==> src/rtl/cache_pkg.sv <==
// Shared cache definitions: LRU sequencer states, width helpers and default geometry.
package cache_pkg;

  typedef enum logic [1:0] {
    IDLE   = 2'd0,
    LOOKUP = 2'd1,
    RESP   = 2'd2
  } lru_state_e;

  localparam int DEF_A_SIZE = 8;
  localparam int DEF_SETS   = 64;

  function automatic int way_w(input int a_size);
    return $clog2(a_size);
  endfunction

  function automatic int lru_w(input int a_size);
    return a_size - 1;
  endfunction

endpackage

==> src/rtl/plru_victim.sv <==
// Tree pseudo-LRU victim walk: each node bit marks the MRU side, so the victim follows the opposite side.
module plru_victim
  import cache_pkg::*;
#(
  parameter int a_size = DEF_A_SIZE
) (
  input  logic [a_size-2:0]         lru_i,
  output logic [$clog2(a_size)-1:0] victim_o
);

  localparam int WAY_W = way_w(a_size);

  // Padded to a power of two so a WAY_W-bit node index always lands in range.
  logic [a_size-1:0] tree;
  logic [WAY_W-1:0]  node;
  logic [WAY_W:0]    nxt;
  logic              b;

  assign tree = {1'b0, lru_i};

  always_comb begin
    victim_o = '0;
    node     = '0;
    nxt      = '0;
    b        = 1'b0;
    for (int l = 0; l < WAY_W; l++) begin
      b        = ~tree[node];
      victim_o = (victim_o << 1) | WAY_W'(b);
      nxt      = {node, 1'b0} + (WAY_W+1)'(1) + (WAY_W+1)'(b);
      node     = nxt[WAY_W-1:0];
    end
  end

endmodule

==> src/rtl/lru_state_store.sv <==
// Per-set pseudo-LRU storage with an IDLE/LOOKUP/RESP sequencer around the external update_LRU stage.
module lru_state_store
  import cache_pkg::*;
#(
  parameter int a_size = DEF_A_SIZE,
  parameter int sets   = DEF_SETS
) (
  input  logic                      clk,
  input  logic                      rst,
  input  logic                      req_valid,
  output logic                      req_ready,
  input  logic [$clog2(sets)-1:0]   req_set,
  input  logic                      req_hit,
  input  logic [$clog2(a_size)-1:0] req_way,
  output logic [a_size-2:0]         LRU_bits,
  output logic [$clog2(a_size)-1:0] block_select,
  input  logic [a_size-2:0]         returned,
  output logic                      resp_valid,
  input  logic                      resp_ready,
  output logic [$clog2(a_size)-1:0] resp_way,
  output logic                      resp_victim
);

  localparam int WAY_W = way_w(a_size);
  localparam int LRU_W = lru_w(a_size);
  localparam int SET_W = $clog2(sets);

  lru_state_e        state_q, state_d;
  logic [SET_W-1:0]  set_q;
  logic              hit_q;
  logic [WAY_W-1:0]  way_q;
  logic [WAY_W-1:0]  resp_way_q;
  logic              resp_victim_q;
  logic [LRU_W-1:0]  mem_q [sets];
  logic [LRU_W-1:0]  cur_bits;
  logic [WAY_W-1:0]  victim;

  assign cur_bits = mem_q[set_q];

  plru_victim #(
    .a_size (a_size)
  ) u_victim (
    .lru_i    (cur_bits),
    .victim_o (victim)
  );

  always_comb begin
    state_d      = state_q;
    req_ready    = 1'b0;
    resp_valid   = 1'b0;
    LRU_bits     = '0;
    block_select = '0;
    case (state_q)
      IDLE: begin
        req_ready = 1'b1;
        if (req_valid) state_d = LOOKUP;
      end
      LOOKUP: begin
        LRU_bits     = cur_bits;
        block_select = hit_q ? way_q : victim;
        state_d      = RESP;
      end
      RESP: begin
        resp_valid = 1'b1;
        if (resp_ready) state_d = IDLE;
      end
      default: state_d = IDLE;
    endcase
  end

  // Reset has priority, so a transaction caught in LOOKUP never writes back.
  always_ff @(posedge clk) begin
    if (rst) begin
      state_q       <= IDLE;
      set_q         <= '0;
      hit_q         <= 1'b0;
      way_q         <= '0;
      resp_way_q    <= '0;
      resp_victim_q <= 1'b0;
      for (int i = 0; i < sets; i++) mem_q[i] <= '0;
    end else begin
      state_q <= state_d;
      if (state_q == IDLE && req_valid) begin
        set_q <= req_set;
        hit_q <= req_hit;
        way_q <= req_way;
      end
      if (state_q == LOOKUP) begin
        mem_q[set_q]  <= returned;
        resp_way_q    <= block_select;
        resp_victim_q <= ~hit_q;
      end
    end
  end

  assign resp_way    = resp_way_q;
  assign resp_victim = resp_victim_q;

endmodule

==> config.mk <==
export PLATFORM = sky130hd
export DESIGN_NAME = lru_state_store
export DESIGN_NICKNAME = d
export VERILOG_FILES = /design/src/rtl/cache_pkg.sv /design/src/rtl/plru_victim.sv /design/src/rtl/lru_state_store.sv
export SDC_FILE = /design/constraint.sdc
export NUM_CORES = 1
export LEC_CHECK = 0
export CORE_MARGIN = 5
export CORE_UTILIZATION = 57
export DETAILED_ROUTE_END_ITERATION = 8
export PLACE_DENSITY = 0.88
export SYNTH_ARGS = -nofsm -noshare
export SYNTH_HDL_FRONTEND = slang
export SYNTH_SLANG_ARGS = --single-unit
==> constraint.sdc <==
create_clock -name clk -period 4 [get_ports clk]
set_input_delay 1 -clock clk [delete_from_list [all_inputs] [get_ports clk]]
set_output_delay 1 -clock clk [all_outputs]
set_load 0.005 [all_outputs]
==> flow_summary.toml, run 1 <==
[layout]
drive_gt1_share_pct = 29.9
areaGrowthSynthToFinish_pct = 17.4
final_area_um2 = 26000
final_cells = 2221
diodes = 0
fin_nets = 1687

[clock_network]
cts-root-buf = "clkbuf_16"
cts.sinks = 470
htreeDepth = 2
cts_tree = "yes"
cts.clk_slew.worst_paths_ps = 70
cts_buffers = 47
insertion_delay_ps = 570
clk_path_buf_depth = 3

[place]
placedInstanceArea_um2 = 23600
portBuffers = 36
dp.cells = 2086
place.gp.congestion = 0.952
dpl.hpwl_um = 38700

[drt]
drt_iter0_markers = 1901
dr.pass1.iters = 5
vias = 14200
routed_wl_um = 61000
drc = 0
postRouteAntennaNets = 0
wire_per_inst_um = 27.5
vias_per_cell = 6.40

[yosys]
syn_nets = 1521
synth-seq-area-share_pct = 62.8
yosysMostFrequentCell = "and2_1"
async_flop_share_pct = 0
yosysTopAreaCell = "edfxtp_1"
ys.flop_type = "edfxtp_1"
synthTopCellsByArea = "edfxtp_1 61%, and2_1 13%, mux4_2 8.1%"
avgSynthCellArea_um2 = 14.8
synthCells = 1499
yosysWarnings = 0
ys_types = 60
syn-cell-area_um2 = 22100
ys_seq_elements = 470
synth_top_area_share_pct = 60.8
synthTopCellsByCount = "455 x and2_1, 448 x edfxtp_1, 90 x nor2_1"
synth-edff-count = 448

[floorplanning]
dieWidth_um = 207
core-area_um2 = 38600
dieArea_um2 = 42800
ios = 37
initial_core_util_pct = 57.4
rows = 72
dieHeight_um = 207

[sta]
period_share_pct = 120
finalMaxSlewViolations = 0
slew_headroom_pct = 9.39
tightest_slew_ps = 1360
fin_skew_ps = 15.5
rsz0062_at_grt = "true"
hold_viol = 0
setup_viol = 8
hold_slack_ps = 477
max_freq_mhz = 208
timing.final.ws_setup_ps = -799
fin_crit_ps = 4800

[setup_path]
arrival_ps = 3800
cp.required_ps = 3000
startpoint_type = "register"
critPathCaptureType = "output port"
crit_type = "register to output port"
cp_max_fo = 6

[global_routing]
grt_overflow = 0
grt_pass1_vias = 14100
grt_pass1_wl_um = 90000
grt_antenna_before_repair = 0
grt_util_all_layers_pct = 28.4
grt_start_max_net_pins = 80

[power]
p_seq_share_pct = 49.5
power.internal_uw = 8720
powerDensity_nw_per_um2 = 439
pwr-share-comb_pct = 11.0
p_leak_uw = 0.00963
netSwitchingFraction_pct = 23.5
finalPower_uw = 11400
ir_drop_mv = 0.358
power.net_switching_uw = 2670
clkPwrFrac_pct = 39.5

[min_path]
hold_class = "register to register"

[status]
status = "complete, but fails checks"
violations = "negative setup slack"

[job]
cap_violations = 0
-- logic make-up (layout without fill, tap and decap cells) --
group | Yosys count | after routing | share of synthesized area [%]
AND/OR/NAND/NOR | 705 | 705 | 18.4
flip-flops | 470 | 470 | 62.8
multiplexers | 135 | 135 | 13.2
buffers and inverters | 111 | 315 | 2.93
AO/OA/AOI/OAI | 77 | 77 | 2.60
adder cells (fa/ha/maj) | 1 | 1 | 0.0566
-- flip-flops by register name (all words and copies together) (netlist names), named ones only --
signal	flops
set_q	6
mem_q	448
state_q	2
way_q	3
hit_q	1
resp_way	3
resp_victim	1
-- area by class of cell --
| class | instances | area, um2 |
|---|---|---|
| timing repair buffer | 222 | 1960 |
| sequential | 470 | 13900 |
| fill | 2408 | 12600 |
| clock inverter | 30 | 289 |
| inverter | 6 | 25.0 |
| clock buffer | 57 | 1280 |
| multi-input combinational | 918 | 7850 |
| tap | 518 | 648 |
-- final timing paths --
path	start	to	slack [ps]	cells past startpoint
setup / recovery	register	block_select[0]	-800	14
setup reg to reg	register	resp_way[1]$_SDFFE_PP0P_	-410	25
hold / removal	way_q[0]$_SDFFE_PP0P_	way_q[0]$_SDFFE_PP0P_	480	2
hold reg to reg	way_q[0]$_SDFFE_PP0P_	way_q[0]$_SDFFE_PP0P_	480	2
-- metrics by stage --
step | util, % | setup slack [ps] | setup TNS, ps
global route | 67.3 | -881 | -3400
floorplan | - | -70.4 | -70.4
finish | 67.3 | -799 | -2940
CTS | 66.6 | -805 | -2970
detailed placement | 61.2 | -834 | -1320
global placement | 61.2 | -774 | -1080
-- cells in the final DEF, fill, tap and decap left out, drive strengths merged, types with 3 or more instances in the layout --
cell	count
clkdlybuf4s50	19
mux2	3
or2	69
nand3b	5
a211oi	3
nand2b	6
mux2i	17
a22o	4
inv	6
a221oi	4
o211ai	7
nand3	9
a31oi	7
clkinv	20
or3	3
nor2	90
and2	456
nor2b	8
nor3	7
o22ai	11
o21ai	4
a2111oi	3
edfxtp	448
clkbuf	59
o211a	3
mux4	115
a21oi	18
clkinvlp	5
nand2	47
buf	200
dfxtp	22
bufinv	5
-- power by group through the flow --
stage | clock network [uW] | registers, uW | logic [uW]
finish | 4500 | 5650 | 1250
global route | 4720 | 5650 | 1290
CTS | 4490 | 5640 | 1130
detailed placement | 0 | 5740 | 1010
global placement | 0 | 5730 | 977
floorplan | 0 | 5670 | 641
-- metal layers --
layer / vias up / part of all wire (%) / global-route usage (%)
met5: - / 0 / 0
met4: 0 / 5.1 / 10.2
met3: 205 / 13 / 6.34
met2: 1131 / 47 / 46.3
met1: 7060 / 35 / 38.1
li1: 5826 / - / -
-- repair_timing --
action,CTS,global route
pin swaps,16,15
endpoints found under the setup margin,10,11
buffers inserted,36,13
gates resized for setup,103,59
cloned,2,0
hold buffers,0,0
-- critical path: stages (launching register included) --
cell       delay, ps
dfxtp_4          420
buf_12           150
mux4_2           550
mux2i_4          220
a2111oi_4        120
o211a_1          190
or2_4            290
o21ai_4          160
inv_2             70
ha_4             280
inv_4             40
mux2_4           300
o211ai_2         180
nand3b_1         130
buf_2            150
(Power assumes the default switching activity.)
==> run 2: changes to the inputs <==
Settings changed: CTS_CLUSTER_DIAMETER set to 80.
==> results of run 2 <==
Final layout, timing and power as in run 1 (identical DEF).
==> run 3: changes to the inputs <==
Settings changed: SYNTH_HIERARCHICAL set to 1.
==> flow_summary.toml, run 3 <==
[layout]
top_regs = "mem_q (448), set_q (6)"
largest_register_ff_count = 448
post-route-util_pct = 65.8
n_fill_cell = 2339
diodes = 0
final_common_cell = "and2_1"
fin_nets = 1572
largest_register = "mem_q"
areaGrowthSynthToFinish_pct = 14.2
final_cell_mix = "452 x and2_1, 448 x edfxtp_1, 114 x mux4_2"
final_area_um2 = 24800
drive_gt1_share_pct = 25.4

[yosys]
synthTopCellsByCount = "452 x and2_1, 448 x edfxtp_1, 114 x mux4_2"
async_flop_share_pct = 0
synthTopCellsByArea = "edfxtp_1 62%, and2_1 13%, mux4_2 12%"
ys_seq_elements = 470
synth_top_area_share_pct = 61.9
yosysMostFrequentCell = "and2_1"
yosysWarnings = 6
avgSynthCellArea_um2 = 14.8
yosysTopAreaCell = "edfxtp_1"
syn_nets = 1487
ys.flop_type = "edfxtp_1"
ys_types = 30
synthCells = 1466
synth-seq-area-share_pct = 64.0
synth-edff-count = 448
syn-cell-area_um2 = 21700

[sta]
timing.final.ws_setup_ps = -430
period_share_pct = 111
fin_skew_ps = 29.3
fin_crit_ps = 4430
slew_headroom_pct = 19.7
hold_viol = 0
setup_viol = 9
tightest_slew_ps = 1200
max_freq_mhz = 226
setup_tns_ps = -2120
finalMaxSlewViolations = 0
rsz0062_at_grt = "true"

[drt]
postRouteAntennaNets = 0
drt_iter0_markers = 2041
drc = 0
wire_per_inst_um = 26.9
routed_wl_um = 56500
dr.pass1.iters = 5
vias_per_cell = 6.32
vias = 13300

[clock_network]
cts_buffers = 45
clk_path_buf_depth = 3
cts.clk_slew.worst_paths_ps = 70
cts-root-buf = "clkbuf_16"
cts_tree = "yes"
htreeDepth = 2
insertion_delay_ps = 570
cts.sinks = 470

[setup_path]
critPathSlowestCell = "mux4_2"
cp.required_ps = 3000
critPathCaptureType = "output port"
cp_max_fo = 15
arrival_ps = 3430
crit_top_cell = "mux2i_1"
cp_cell_sequence = "buf_4 -> buf_12 -> buf_12 -> mux4_2 -> mux2i_1 -> or3_1 -> a32oi_2 -> mux2i_1 -> mux2_4 -> mux2i_1 -> nor2_1 -> buf_2"
crit_type = "register to output port"
startpoint_type = "register"
cpPeakStageDelay_ps = 550

[power]
power.net_switching_uw = 2460
pwr-share-comb_pct = 8.8
netSwitchingFraction_pct = 22.6
p_leak_uw = 0.00901
p_seq_share_pct = 51.7
power.internal_uw = 8450
finalPower_uw = 10900
clkPwrFrac_pct = 39.5
powerDensity_nw_per_um2 = 440
ir_drop_mv = 0.293

[status]
violations = "negative setup slack"
status = "complete, but fails checks"

[floorplanning]
dieHeight_um = 205
dieArea_um2 = 42100
core-area_um2 = 37700
dieWidth_um = 205
initial_core_util_pct = 57.7
rows = 71
ios = 37

[place]
post-place-ws_ps = -155
place.gp.congestion = 0.909
portBuffers = 36
placedInstanceArea_um2 = 23100
dpl.hpwl_um = 35400

[global_routing]
grt_util_all_layers_pct = 27.1
grt_pass1_wl_um = 84500
grt_antenna_before_repair = 1
grt_pass1_vias = 13500
grt_start_max_net_pins = 59
grt_overflow = 0

[job]
cap_violations = 0

[min_path]
hold_class = "register to register"
[run 3: changes by cell type after synthesis, moves of 7 or more]
cell | before | now
a21oi_1 | 18 | 25
a22o_1 | 4 | 11
a22oi_1 | 0 | 9
a31oi_1 | 7 | 0
buf_6 | 8 | 1
clkbuf_1 | 60 | 73
mux2i_1 | 17 | 47
mux4_1 | 35 | 0
mux4_2 | 80 | 114
nand2_1 | 47 | 37
nor2_1 | 90 | 79
o22ai_1 | 11 | 0
[run 3: path summary, 6_finish.rpt]
check	slack, ps	depth (start not counted)	endpoint	start
max	-430	12	block_select[0]	register
min	470	2	way_q[2]$_SDFFE_PP0N_	way_q[2]$_SDFFE_PP0N_
max reg2reg	780	5	mem_q[25][6]$_SDFFCE_PN0P_	state_q[1]$_SDFFE_PP0P_
min reg2reg	470	2	way_q[2]$_SDFFE_PP0N_	way_q[2]$_SDFFE_PP0N_
[run 3: what timing repair did]
item,CTS,global route
pin swaps,2,5
endpoints found under the setup margin,10,10
hold buffers,0,0
gates resized for setup,44,24
gates cloned,2,0
setup buffers,7,8
endpoints found under the hold margin,0,0
[run 3: logic make-up (layout without fill, tap and decap cells)]
group | Yosys count | after routing | synth area share, %
buffers and inverters | 107 | 228 | 2.16
AO/OA/AOI/OAI | 56 | 56 | 1.74
flip-flops | 470 | 470 | 64.0
multiplexers | 166 | 166 | 14.2
AND/OR/NAND/NOR | 667 | 667 | 17.9
[run 3: area by class of cell]
type                    count  area (um2)  share of cell area [%]
flip-flops and latches    470       13900                    56.1
multi-input cells         889        7480                    30.2
well taps                 511         639                    2.58
inverters                   1        3.75                  0.0151
clock inverters            24         230                   0.928
clock buffers              59        1260                    5.09
repair buffers            144        1280                    5.16
[run 3: power by group through the flow]
stage,Combinational (uW),Sequential (uW),Clock [uW]
5_1_grt,1000,5650,4530
2_1_floorplan,570,5670,0
3_3_place_gp,836,5720,0
4_1_cts,926,5630,4310
3_5_place_dp,868,5730,0
6_report,963,5640,4310
[run 3: layer usage]
layer	GRT usage, %	vias up	wire length, um
met1	35.1	6530	18900
li1	-	5502	-
met3	6.12	225	7080
met4	12.7	2	3240
met2	44.0	1004	27300
met5	0	-	7
[run 3: worst max-delay path: cells and delay by family, from the launching register on]
kind | cells | cell delay, ps
simple gates | 2 | 250
compound gates | 1 | 150
buf+inv | 4 | 680
mux | 5 | 1320
flops | 1 | 450
[run 3: metrics by stage]
stage | hold WS [ps] | cells
global route | 487 | 2098
global placement | 442 | 2003
floorplan | 436 | 1466
detailed placement | 454 | 2003
CTS | 465 | 2095
finish | 465 | 2098
